<file path="src/rtl/a0_change_fifo.sv">
// a0_change_fifo: captures each change of the CPU a0 value into a first-word fall-through FIFO
module a0_change_fifo #(
    parameter int DW    = 8,
    parameter int DEPTH = 8
) (
    input  logic                       clk_i,
    input  logic                       rst_i,
    input  logic [DW-1:0]              data_i,
    input  logic                       en_i,
    input  logic                       ready_i,
    input  logic                       ovf_clr_i,
    output logic [DW-1:0]              data_o,
    output logic                       valid_o,
    output logic [$clog2(DEPTH):0]     count_o,
    output logic                       overflow_o
);
    localparam int AW = $clog2(DEPTH);
    localparam logic [AW:0] FULL = (AW+1)'(DEPTH);

    logic [DW-1:0] mem_q [DEPTH];
    logic [DW-1:0] prev_q;
    logic [AW-1:0] rd_q, rd_d, wr_q, wr_d;
    logic [AW:0]   cnt_q, cnt_d;
    logic          ovf_q, ovf_d;
    logic          change, pop, push, drop, full;

    assign full       = cnt_q == FULL;
    assign valid_o    = cnt_q != '0;
    assign data_o     = mem_q[rd_q];
    assign count_o    = cnt_q;
    assign overflow_o = ovf_q;

    // Classify the cycle; a pop on a full FIFO frees the slot the push reuses
    always_comb begin
        change = en_i && (data_i != prev_q);
        pop    = valid_o && ready_i;
        push   = change && (!full || pop);
        drop   = change && full && !pop;
        rd_d   = pop ? rd_q + 1'b1 : rd_q;
        wr_d   = push ? wr_q + 1'b1 : wr_q;
        cnt_d  = (push && !pop) ? cnt_q + 1'b1 : (pop && !push) ? cnt_q - 1'b1 : cnt_q;
        ovf_d  = drop || (ovf_q && !ovf_clr_i);
    end

    // Control state and the previous-sample register, cleared asynchronously
    always_ff @(posedge clk_i or posedge rst_i) begin
        if (rst_i) begin
            prev_q <= '0;
            rd_q   <= '0;
            wr_q   <= '0;
            cnt_q  <= '0;
            ovf_q  <= 1'b0;
        end else begin
            prev_q <= data_i;
            rd_q   <= rd_d;
            wr_q   <= wr_d;
            cnt_q  <= cnt_d;
            ovf_q  <= ovf_d;
        end
    end

    // Storage is not reset; stale entries are unreachable once pointers clear
    always_ff @(posedge clk_i) begin
        if (push) mem_q[wr_q] <= data_i;
    end
endmodule

</file>
<file path="config.mk">
export PLATFORM = sky130hd
export DESIGN_NAME = a0_change_fifo
export DESIGN_NICKNAME = d
export VERILOG_FILES = /design/src/rtl/a0_change_fifo.sv
export SDC_FILE = /design/constraint.sdc
export NUM_CORES = 1
export LEC_CHECK = 0
export BUFFER_PORTS_ARGS = -buffer_cell sky130_fd_sc_hd__buf_2
export CAP_MARGIN = 25
export CORE_MARGIN = 8
export CORE_UTILIZATION = 60
export CTS_CLUSTER_DIAMETER = 80
export CTS_CLUSTER_SIZE = 30
export DETAILED_ROUTE_END_ITERATION = 10
export PLACE_DENSITY = 0.87
export SYNTH_ARGS = -nofsm -noshare
export SYNTH_HDL_FRONTEND = slang
export SYNTH_SLANG_ARGS = --single-unit
</file>
<file path="constraint.sdc">
create_clock -name clk_i -period 5.5 [get_ports clk_i]
set_input_delay 0.275 -clock clk_i [delete_from_list [all_inputs] [get_ports clk_i]]
set_output_delay 0.275 -clock clk_i [all_outputs]
set_load 0.005 [all_outputs]
</file>
; ---- Word-level counts from Yosys, hierarchy flattened
; Memories as Yosys holds them, arrays and structs flattened.
; Index checks and enable logic that the tools add are counted.
; W data, S select, Z words.
[totals]
regBits = 19
ram_bits = 64
inputBits = 13
word_cells = 32
memories = 1
[memory_table]
columns = name, words, word_bits, read_ports, rd_clocked_by_memory_dff, write_ports, line
row1 = mem_q, 8, 8, 1, 0, 1, 20  ; logic [DW-1:0] mem_q [DEPTH];
[classes]
n_addsub = 4
n_eq_ne = 2
n_mux = 4
n_reduce_logical = 16
[op_table]
columns = cell, count
row1 = $logic_and A1 B1 Y1, 8
row2 = $mux W4, 2
row3 = $ne A8 B8 Y1, 1
row4 = $add A3 B1 Y3 const B, 2
row5 = $add A4 B1 Y4 const B, 1
row6 = $eq A4 B4 Y1 const B, 1
row7 = $logic_not A1 Y1, 4
row8 = $reduce_bool A4 Y1, 1
row9 = $sub A4 B1 Y4 const B, 1
row10 = $logic_or A1 B1 Y1, 2
row11 = $mux W1, 2
row12 = $reduce_bool A2 Y1, 1

; ---- Depth between registers and ports, before layout
; Gate-level depths: netlist of run 1.
[logic_depth]
word_depth = 8
depth_mapped = 10
ltp_nobuf = 10

; ---- Least setup slack after synthesis of run 1
; No wires, ideal clock.
[synth_path]
kind = register to register
from = register cnt_q[0] (netlist: count_o[0])
to = register cnt_q[3] (netlist: count_o[3])
setup_ps = 80
t_arrival_ps = 2198
slack_ps = 3222
path_stages_with_launch = 11
path_buffers = 0
cell_sequence = dfrtp_1 -> nor3_2 -> a21boi_1 -> o21a_1 -> ha_1 -> inv_1 -> ha_1 -> a21o_1 -> a21oi_1 -> mux2i_1 -> xnor2_1
[synth_between]
elab_chain_cells = 7
word_cells_on_any_way = 15
classes_between = 2 x add/sub / 1 x eq/ne / 2 x mux / 10 x reduce/logical
[synth_rtl]
columns = element, line
row1 = from (decl), 23  ; logic [AW:0] cnt_q, cnt_d;
row2 = from (signal assigned), 57  ; cnt_q <= cnt_d;
row3 = $eq A4 B4 Y1 / $reduce_bool A4 Y1 (equally long branches), "27, 28"
row4 = $logic_not A1 Y1 / $logic_and A1 B1 Y1 (equally long branches), "37, 36"
row5 = $logic_or A1 B1 Y1 (*), 37  ; push = change && (!full || pop);
row6 = $logic_and A1 B1 Y1 (*), 37
row7 = net push, 25  ; logic change, pop, push, drop, full;
row8 = $logic_not A1 Y1, 41  ; cnt_d = (push && !pop) ? cnt_q + 1'b1 : (pop && !push) ? cnt_q - 1'b1 : cnt_q;
row9 = $logic_and A1 B1 Y1, 41
row10 = $reduce_bool A2 Y1 (no line), n/a
; Mark *: on every way through the listed nets, which the timed path passes. The rest lies on a longest branch. The select of a mux whose other input is x is not followed.
; A chain may end at the register's enable or synchronous reset.

; ---- Worst setup path after layout of run 1
[layout_path]
from = register rd_q[0]
to = output port data_o[5]
[layout_between]
elab_chain_cells = 1
[layout_rtl]
columns = element, line
row1 = from (decl), 22  ; logic [AW-1:0] rd_q, rd_d, wr_q, wr_d;
row2 = from (signal assigned), 55  ; rd_q <= rd_d;
row3 = $mem_v2 Z8 W8, n/a
row4 = to (decl), 12  ; output logic [DW-1:0] data_o,
; Every way passes these cells.

==> reports/results.env, run 1 <==
POST_SYNTH_INSTANCE_AREA_SQ_MM=0.00340
FINALMAXSLEWVIOLATIONS=0
SEQCELLAREA_SQ_MM=0.00240
ANTENNA_FOUND_INITIAL=0
TRITONCTS='done'
CLOCK.FMAX_GHz=0.373
PLACEDCELLCOUNT=271
AREA_OF_THE_MULTI_INPUT_GATES_SQ_UM=948
TRITONCTS.NUM_BUFFERS=9
TRITONCTS_NUM_SINKS=83
DRT_ITER0_DRC=157
POST_ROUTE_CELLS_DRIVE_ABOVE_1_SHARE_PCT=25.6
GRT_OVERFLOW=0
START_UTIL_PCT=61.8
CTS_RESIZED=0
YOSYS_SYNTHESIS_WARNING_COUNT=0
MAX_CAP_VIOLATIONS=0
MAX-CLOCK-PATH-BUFFERS=2
FIRST_GLOBAL_VIAS=1772
CTS.REPORTEDPATHS.CLKPINSLEW_NS=0.09
SYNTHTOLAYOUTAREAGROWTH_PCT=12.9
POSTCTSSETUPREPAIRBUFS=0
LAYOUT.FILLER_CELLS=348
DETAIL_ROUTE.FIRST_PASS.ITERATIONS=4
VIASPERCELL=5.94
POST-DP-HPWL_MICRONS=3990
SETUP.REG_TO_REG.WORST_SLACK_NS=2.94
MULTIPLEXER_SHARE_OF_THE_SYNTHESIZED_AREA_PCT=16.3
MAX_SLEW_MARGIN_PCT=36.1
LAYOUT_CELL_AREA_EXCL_FILL_SQ_MM=0.00384
TIMING.CRITICAL_PATH.FANOUT_MAX=18
ROUTED_WIRE_LENGTH_PER_INSTANCE_MICRONS=22.3
CRITICAL-PATH-TOP-DELAY-FAMILY='flip-flops'
DRT_DRC=0
SYNTHESIS.AREA_PER_INSTANCE_SQ_UM=19.5
LEVELS_ON_CRIT_PATH=3
CLK-INSERTION-DELAY-LATE_NS=0.34
TIMING.CLOCK.SKEW_NS=0.0100
CRITICAL_PATH.STARTPOINT_TYPE='register'
WORST_PIN_SLEW_NS=0.956
ROUTED_VIAS=1706
CRIT_ARRIVAL_NS=2.41
ROWS=27
DISTINCT_CELLS_SYNTH=29
SYNTH.FF_LATCH_COUNT=83
LAYOUT_MIN_CYCLE_TIME_NS=2.68
CP_SLOWEST_STAGE_DELAY_NS=0.97
YS_ASYNC_SR_FRACTION_PCT=22.9
NUM_IO_PINS=27
FINAL-SETUP-VIOL-COUNT=0
SYN_INST=175
DOMINANT_COMBINATIONAL_CELL_FAMILY_BY_AREA_AFTER_SYNTHESIS='multiplexers'
END_KIND='output pin'
FLOORPLAN.CORE_AREA_SQ_MM=0.00551
P_PER_AREA_mW_PER_MM2=506
LAYOUT.NETS=229
RUN_STATUS='complete, no violations'
TOTALWIRELENGTH_MICRONS=6390
TOTAL_POWER_mW=1.94
CRITPATHSLOWESTCELL='dfrtp_1'
ANT_NETS=0
PLACED_CELL_AREA_SQ_MM=0.00360
SYNTH_COMPOUND_AREA_SHARE_PCT=2.02
CTS-HTREE-LEVELS=3
UNREPAIRED_SETUP_ENDPOINTS_AFTER_GLOBAL_ROUTING='false'
CTS-ROOT-BUF='clkbuf_8'
HOLD_BUFFERS=0
STATIC_POWER_DUE_TO_LEAKAGE_nW=1.41
PLACE.PORT_BUFFERS=26
FF2FF_PATH_DEPTH=10
GRT_MAX_DEGREE=20
DIE-AREA_SQ_MM=0.00834
LAYOUT_COMMON_CELLS='edfxtp_1, buf_2, dfrtp_1'
LAYOUT.CELLS.MOST_COMMON='edfxtp_1'
POST_LAYOUT_NONFILLER_INSTANCES=287
CRITICAL_PATH_BUF_INV_COUNT=1
CP_CELL_SEQUENCE='mux4_1, mux2_2, buf_2'
YOSYS_MOST_USED_DFF='edfxtp_1'
LAYOUT_WORST_PATH_CYCLE_SHARE_PCT=48.8
SYNTH_SIMPLE_GATE_AREA_SHARE_PCT=3.27
R2R-START='prev_q[2]'
N_ANTENNA_CELL=0
SYN-NUM-NETS=194
SYNTH_EDF_COUNT=64
GP_CONGESTION=0.767
CRITPATHKIND='register to output pin'
FINALSETUPTNS_NS=0
FP.DIEW_MICRONS=91.3
GLOBALROUTETOTALUTIL_PCT=16.1
MIN_PATH_TYPE='primary input to asynchronous set/reset pin'
SYNTH_FA_HA_AREA_SHARE_PCT=2.43
GRT_FIRST_PASS_WIRELENGTH_MICRONS=9900
SYNTH-SEQ-AREA-SHARE_PCT=70.4
REPORT.FINAL.HOLD_VIOL_COUNT=0
CRIT_REQUIRED_NS=5.22
TIMING.RR.END='count_o[3]'
VDD.IR_DROP.WORST_uV=314
SYNTH_XOR_XNOR_AREA_SHARE_PCT=3.86
DIE_HEIGHT_MICRONS=91.3
## report_power, final
group | internal [mW] | switching, mW | total (mW)
logic | 0.296 | 0.208 | 0.504
registers | 0.793 | 0.130 | 0.923
clock network | 0.304 | 0.213 | 0.517
## per-stage QoR
| step | setup slack, ns | hold slack, ns | util (%) |
|---|---|---|---|
| CTS | 2.81 | 0.0627 | 69.8 |
| finish | 2.82 | 0.0443 | 69.8 |
| floorplan | 3.22 | 0.226 | - |
| global placement | 3.07 | 0.426 | 65.3 |
| global route | 2.70 | 0.110 | 69.8 |
| detailed placement | 2.91 | 0.431 | 65.4 |
## flip-flops by register name, summed over array words and instances, names as in the netlist
name and count:
count_o 4, mem_q 64, overflow_o 1, prev_q 8, rd_q 3, wr_q 3
## how the worst max path moves through the flow
stage,end,slack [ns],from
6_report,data_o[5],2.82,rd_q[0]
5_1_grt,data_o[5],2.70,rd_q[0]
4_1_cts,data_o[5],2.81,rd_q[0]
3_5_place_dp,count_o[3],2.91,data_i[2]
3_3_place_gp,count_o[3],3.07,data_i[2]
2_1_floorplan,count_o[3],3.22,count_o[0]
## cells in the mapped netlist, drive strengths merged, types with 2 or more instances
| cell type | instances | area share (%) |
|---|---|---|
| a21oi | 2 | 0.29 |
| nand2b | 3 | 0.55 |
| edfxtp | 64 | 56 |
| ha | 5 | 1.8 |
| nor3 | 3 | 0.59 |
| o21ai | 3 | 0.44 |
| mux2 | 11 | 3.6 |
| dfrtp | 19 | 14 |
| inv | 4 | 0.44 |
| mux4 | 16 | 12 |
| xnor2 | 15 | 3.9 |
| nand2 | 5 | 0.55 |
| nor2 | 8 | 0.88 |
| buf | 4 | 1.2 |
| nand4 | 2 | 0.37 |
| o211ai | 2 | 0.44 |
## cell type report
type | instances | share of cell area (%)
repair buffers | 29 | 3.97
clock buffers | 10 | 3.32
clock inverters | 6 | 2.90
well taps | 72 | 2.34
flip-flops and latches | 83 | 62.4
inverters | 4 | 0.391
multi-input cells | 83 | 24.7
## per-layer routing
| layer | vias up | track usage [%] | wire, microns |
|---|---|---|---|
| li1 | 762 | - | - |
| met1 | 871 | 20.6 | 2690 |
| met2 | 60 | 25.0 | 3240 |
| met3 | 13 | 3.37 | 321 |
| met4 | 0 | 9.28 | 142 |
| met5 | - | 0 | 0 |
## worst reg2reg max path, stage by stage, from the launching register on
cell and delay [ns]:
dfrtp_1 0.39, xnor2_1 0.23, nand4_1 0.25, o21a_1 0.30
ha_1 0.23, inv_1 0.14, ha_1 0.25, a21o_1 0.17
a21oi_1 0.17, mux2i_1 0.25, xnor2_1 0.14
## cells by family (layout without fill, tap and decap cells)
kind of cell,Yosys count,count (layout)
AOI/OAI and AO/OA,11,11
xor gates and xnor gates,15,15
adders and majority gates,6,6
buffers and inverters,9,49
DFF,83,83
muxes,28,28
and+or+nand+nor,23,23
Power figures use the tool's default switching activity.
==> run 2: changes to the inputs <==
- CORE_UTILIZATION: 60 -> 53
- PLACE_DENSITY: 0.87 -> 0.82
- clock period: 5.5 -> 2.35 ns (I/O delays scaled with it)
==> reports/results.env, run 2 (synthesis gave the netlist of run 1 again) <==
TRITONCTS='done'
DETAIL_ROUTE.FIRST_PASS.ITERATIONS=4
MIN_PATH_TYPE='primary input to register'
SYNTHTOLAYOUTAREAGROWTH_PCT=18.5
ROUTED_VIAS=1744
GRT_OVERFLOW=0
CLK-INSERTION-DELAY-LATE_NS=0.34
POST-DP-HPWL_MICRONS=4000
WORST_PIN_SLEW_NS=0.920
CRIT_REQUIRED_NS=2.61
TRITONCTS.NUM_BUFFERS=9
N_ANTENNA_CELL=0
RUN_STATUS='complete, no violations'
P_PER_AREA_mW_PER_MM2=1080
NUM_IO_PINS=27
ROWS=29
DRT_DRC=0
LAYOUT.CELLS.MOST_COMMON='edfxtp_1'
LAYOUT_WORST_PATH_CYCLE_SHARE_PCT=95.5
CRITPATHKIND='primary input to register'
GP_CONGESTION=0.741
DRT_ITER0_DRC=92
LARGEST_REG_FLOPS=64
START_UTIL_PCT=54.2
END_KIND='register'
ROUTED_WIRE_LENGTH_PER_INSTANCE_MICRONS=19.3
TOTALWIRELENGTH_MICRONS=6080
DIE_HEIGHT_MICRONS=96.1
SETUP.REG_TO_REG.WORST_SLACK_NS=0.12
CRIT_ARRIVAL_NS=2.51
LAYOUT_MIN_CYCLE_TIME_NS=2.24
TRITONCTS_NUM_SINKS=83
MAX_SLEW_MARGIN_PCT=38.4
PLACE.PORT_BUFFERS=26
CTS-HTREE-LEVELS=3
FINAL-SETUP-VIOL-COUNT=0
AREA_OF_THE_MULTI_INPUT_GATES_SQ_UM=993
FP.DIEW_MICRONS=96.1
GLOBALROUTETOTALUTIL_PCT=14.6
CLOCK.FMAX_GHz=0.445
CTS.REPORTEDPATHS.CLKPINSLEW_NS=0.07
MAX_CAP_VIOLATIONS=0
FINALSETUPTNS_NS=0
MAX_FLOP_REGISTER='mem_q'
PLACED_CELL_AREA_SQ_MM=0.00368
VDD.IR_DROP.WORST_uV=677
GRT_FIRST_PASS_WIRELENGTH_MICRONS=9660
LAYOUT_COMMON_CELLS='edfxtp_1, buf_4, buf_2'
TOTAL_POWER_mW=4.37
GRT_MAX_DEGREE=20
TIMING.CRITICAL_PATH.FANOUT_MAX=10
LAYOUT.FILLER_CELLS=422
FLOORPLAN.CORE_AREA_SQ_MM=0.00628
CRITICAL_PATH.STARTPOINT_TYPE='primary input'
ANT_NETS=0
DIE-AREA_SQ_MM=0.00924
REPORT.FINAL.HOLD_VIOL_COUNT=0
MAX-CLOCK-PATH-BUFFERS=2
POST_ROUTE_CELLS_DRIVE_ABOVE_1_SHARE_PCT=32.8
PLACEDCELLCOUNT=286
ANTENNA_FOUND_INITIAL=0
FINALMAXSLEWVIOLATIONS=0
CTS-ROOT-BUF='clkbuf_8'
FIRST_GLOBAL_VIAS=1778
FIN_UTIL_PCT=64.3
LAYOUT.NETS=252
TIMING.CLOCK.SKEW_NS=0.00724
SEQCELLAREA_SQ_MM=0.00240
POST_LAYOUT_NONFILLER_INSTANCES=315
LAYOUT_CELL_AREA_EXCL_FILL_SQ_MM=0.00403
STATIC_POWER_DUE_TO_LEAKAGE_nW=1.51
VIASPERCELL=5.54
-- run 2: cell types whose count changed in the layout (fill, tap and decap cells not counted), sizes merged --
cell         previous run  this run
inv                     6         4
dlygate4sd3             0         7
buf                    29        45
clkinvlp                0         1
clkbuf                 10        14
bufinv                  3         0
-- run 2: final timing paths --
kind | start | depth (start not counted) | to
min in group asynchronous | rst_i | 3 | prev_q[5]
worst min register to register | rd_q[0] | 1 | rd_q[0]
worst max register to register | count_o[1] | 10 | count_o[3]
worst min-delay path | data_i[1] | 1 | prev_q[1]
max in group asynchronous | rst_i | 3 | rd_q[1]
worst max-delay path | data_i[0] | 12 | count_o[3]
-- run 2: where the power goes --
group          internal [mW]  switching [mW]  total, mW
clock                  0.441           0.453      0.895
combinational          0.797           0.606       1.40
sequential              1.86           0.216       2.07
total                   3.10            1.28       4.37
-- run 2: metal layers --
| metal | vias up | GRT usage [%] | part of all wire [%] |
|---|---|---|---|
| li1 | 809 | - | - |
| met1 | 890 | 19.6 | 47 |
| met2 | 36 | 21.7 | 47 |
| met3 | 9 | 4.21 | 4.4 |
| met4 | 0 | 6.15 | 1.5 |
| met5 | - | 0 | 0 |
-- run 2: repair_timing --
action / CTS / global route
resized for setup: 0 / 18
endpoints found under the setup margin: 0 / 2
endpoints found under the hold margin: 25 / 0
buffers inserted: 0 / 6
hold buffers: 7 / 0
-- run 2: final cells by class --
type                            count  area share, %
Timing Repair Buffer               52           8.84
Clock buffer                       14           4.03
Clock inverter                      2          0.310
Tap cell                           77           2.39
Sequential cell                    83           59.4
Multi-Input combinational cell     83           24.6
Inverter                            4          0.372
-- run 2: critical path, stage by stage --
cell and delay, ns:
dlygate4sd3_1 0.54, buf_4 0.18, xnor2_2 0.13, nand4_1 0.14, o21a_1 0.22, ha_2 0.19
inv_2 0.05, ha_1 0.22, a21o_1 0.19, a21oi_2 0.15, mux2i_1 0.23, xnor2_1 0.14
-- run 2: metrics by stage --
step / hold slack, ns / worst slack [ns]
after floorplan: 0.0686 / 0.0718
after global placement: 0.265 / 0.112
after detailed placement: 0.275 / 0.0671
after CTS: 0.00455 / 0.0137
after global routing: 0.00697 / -0.0399
final: 0.0222 / 0.105
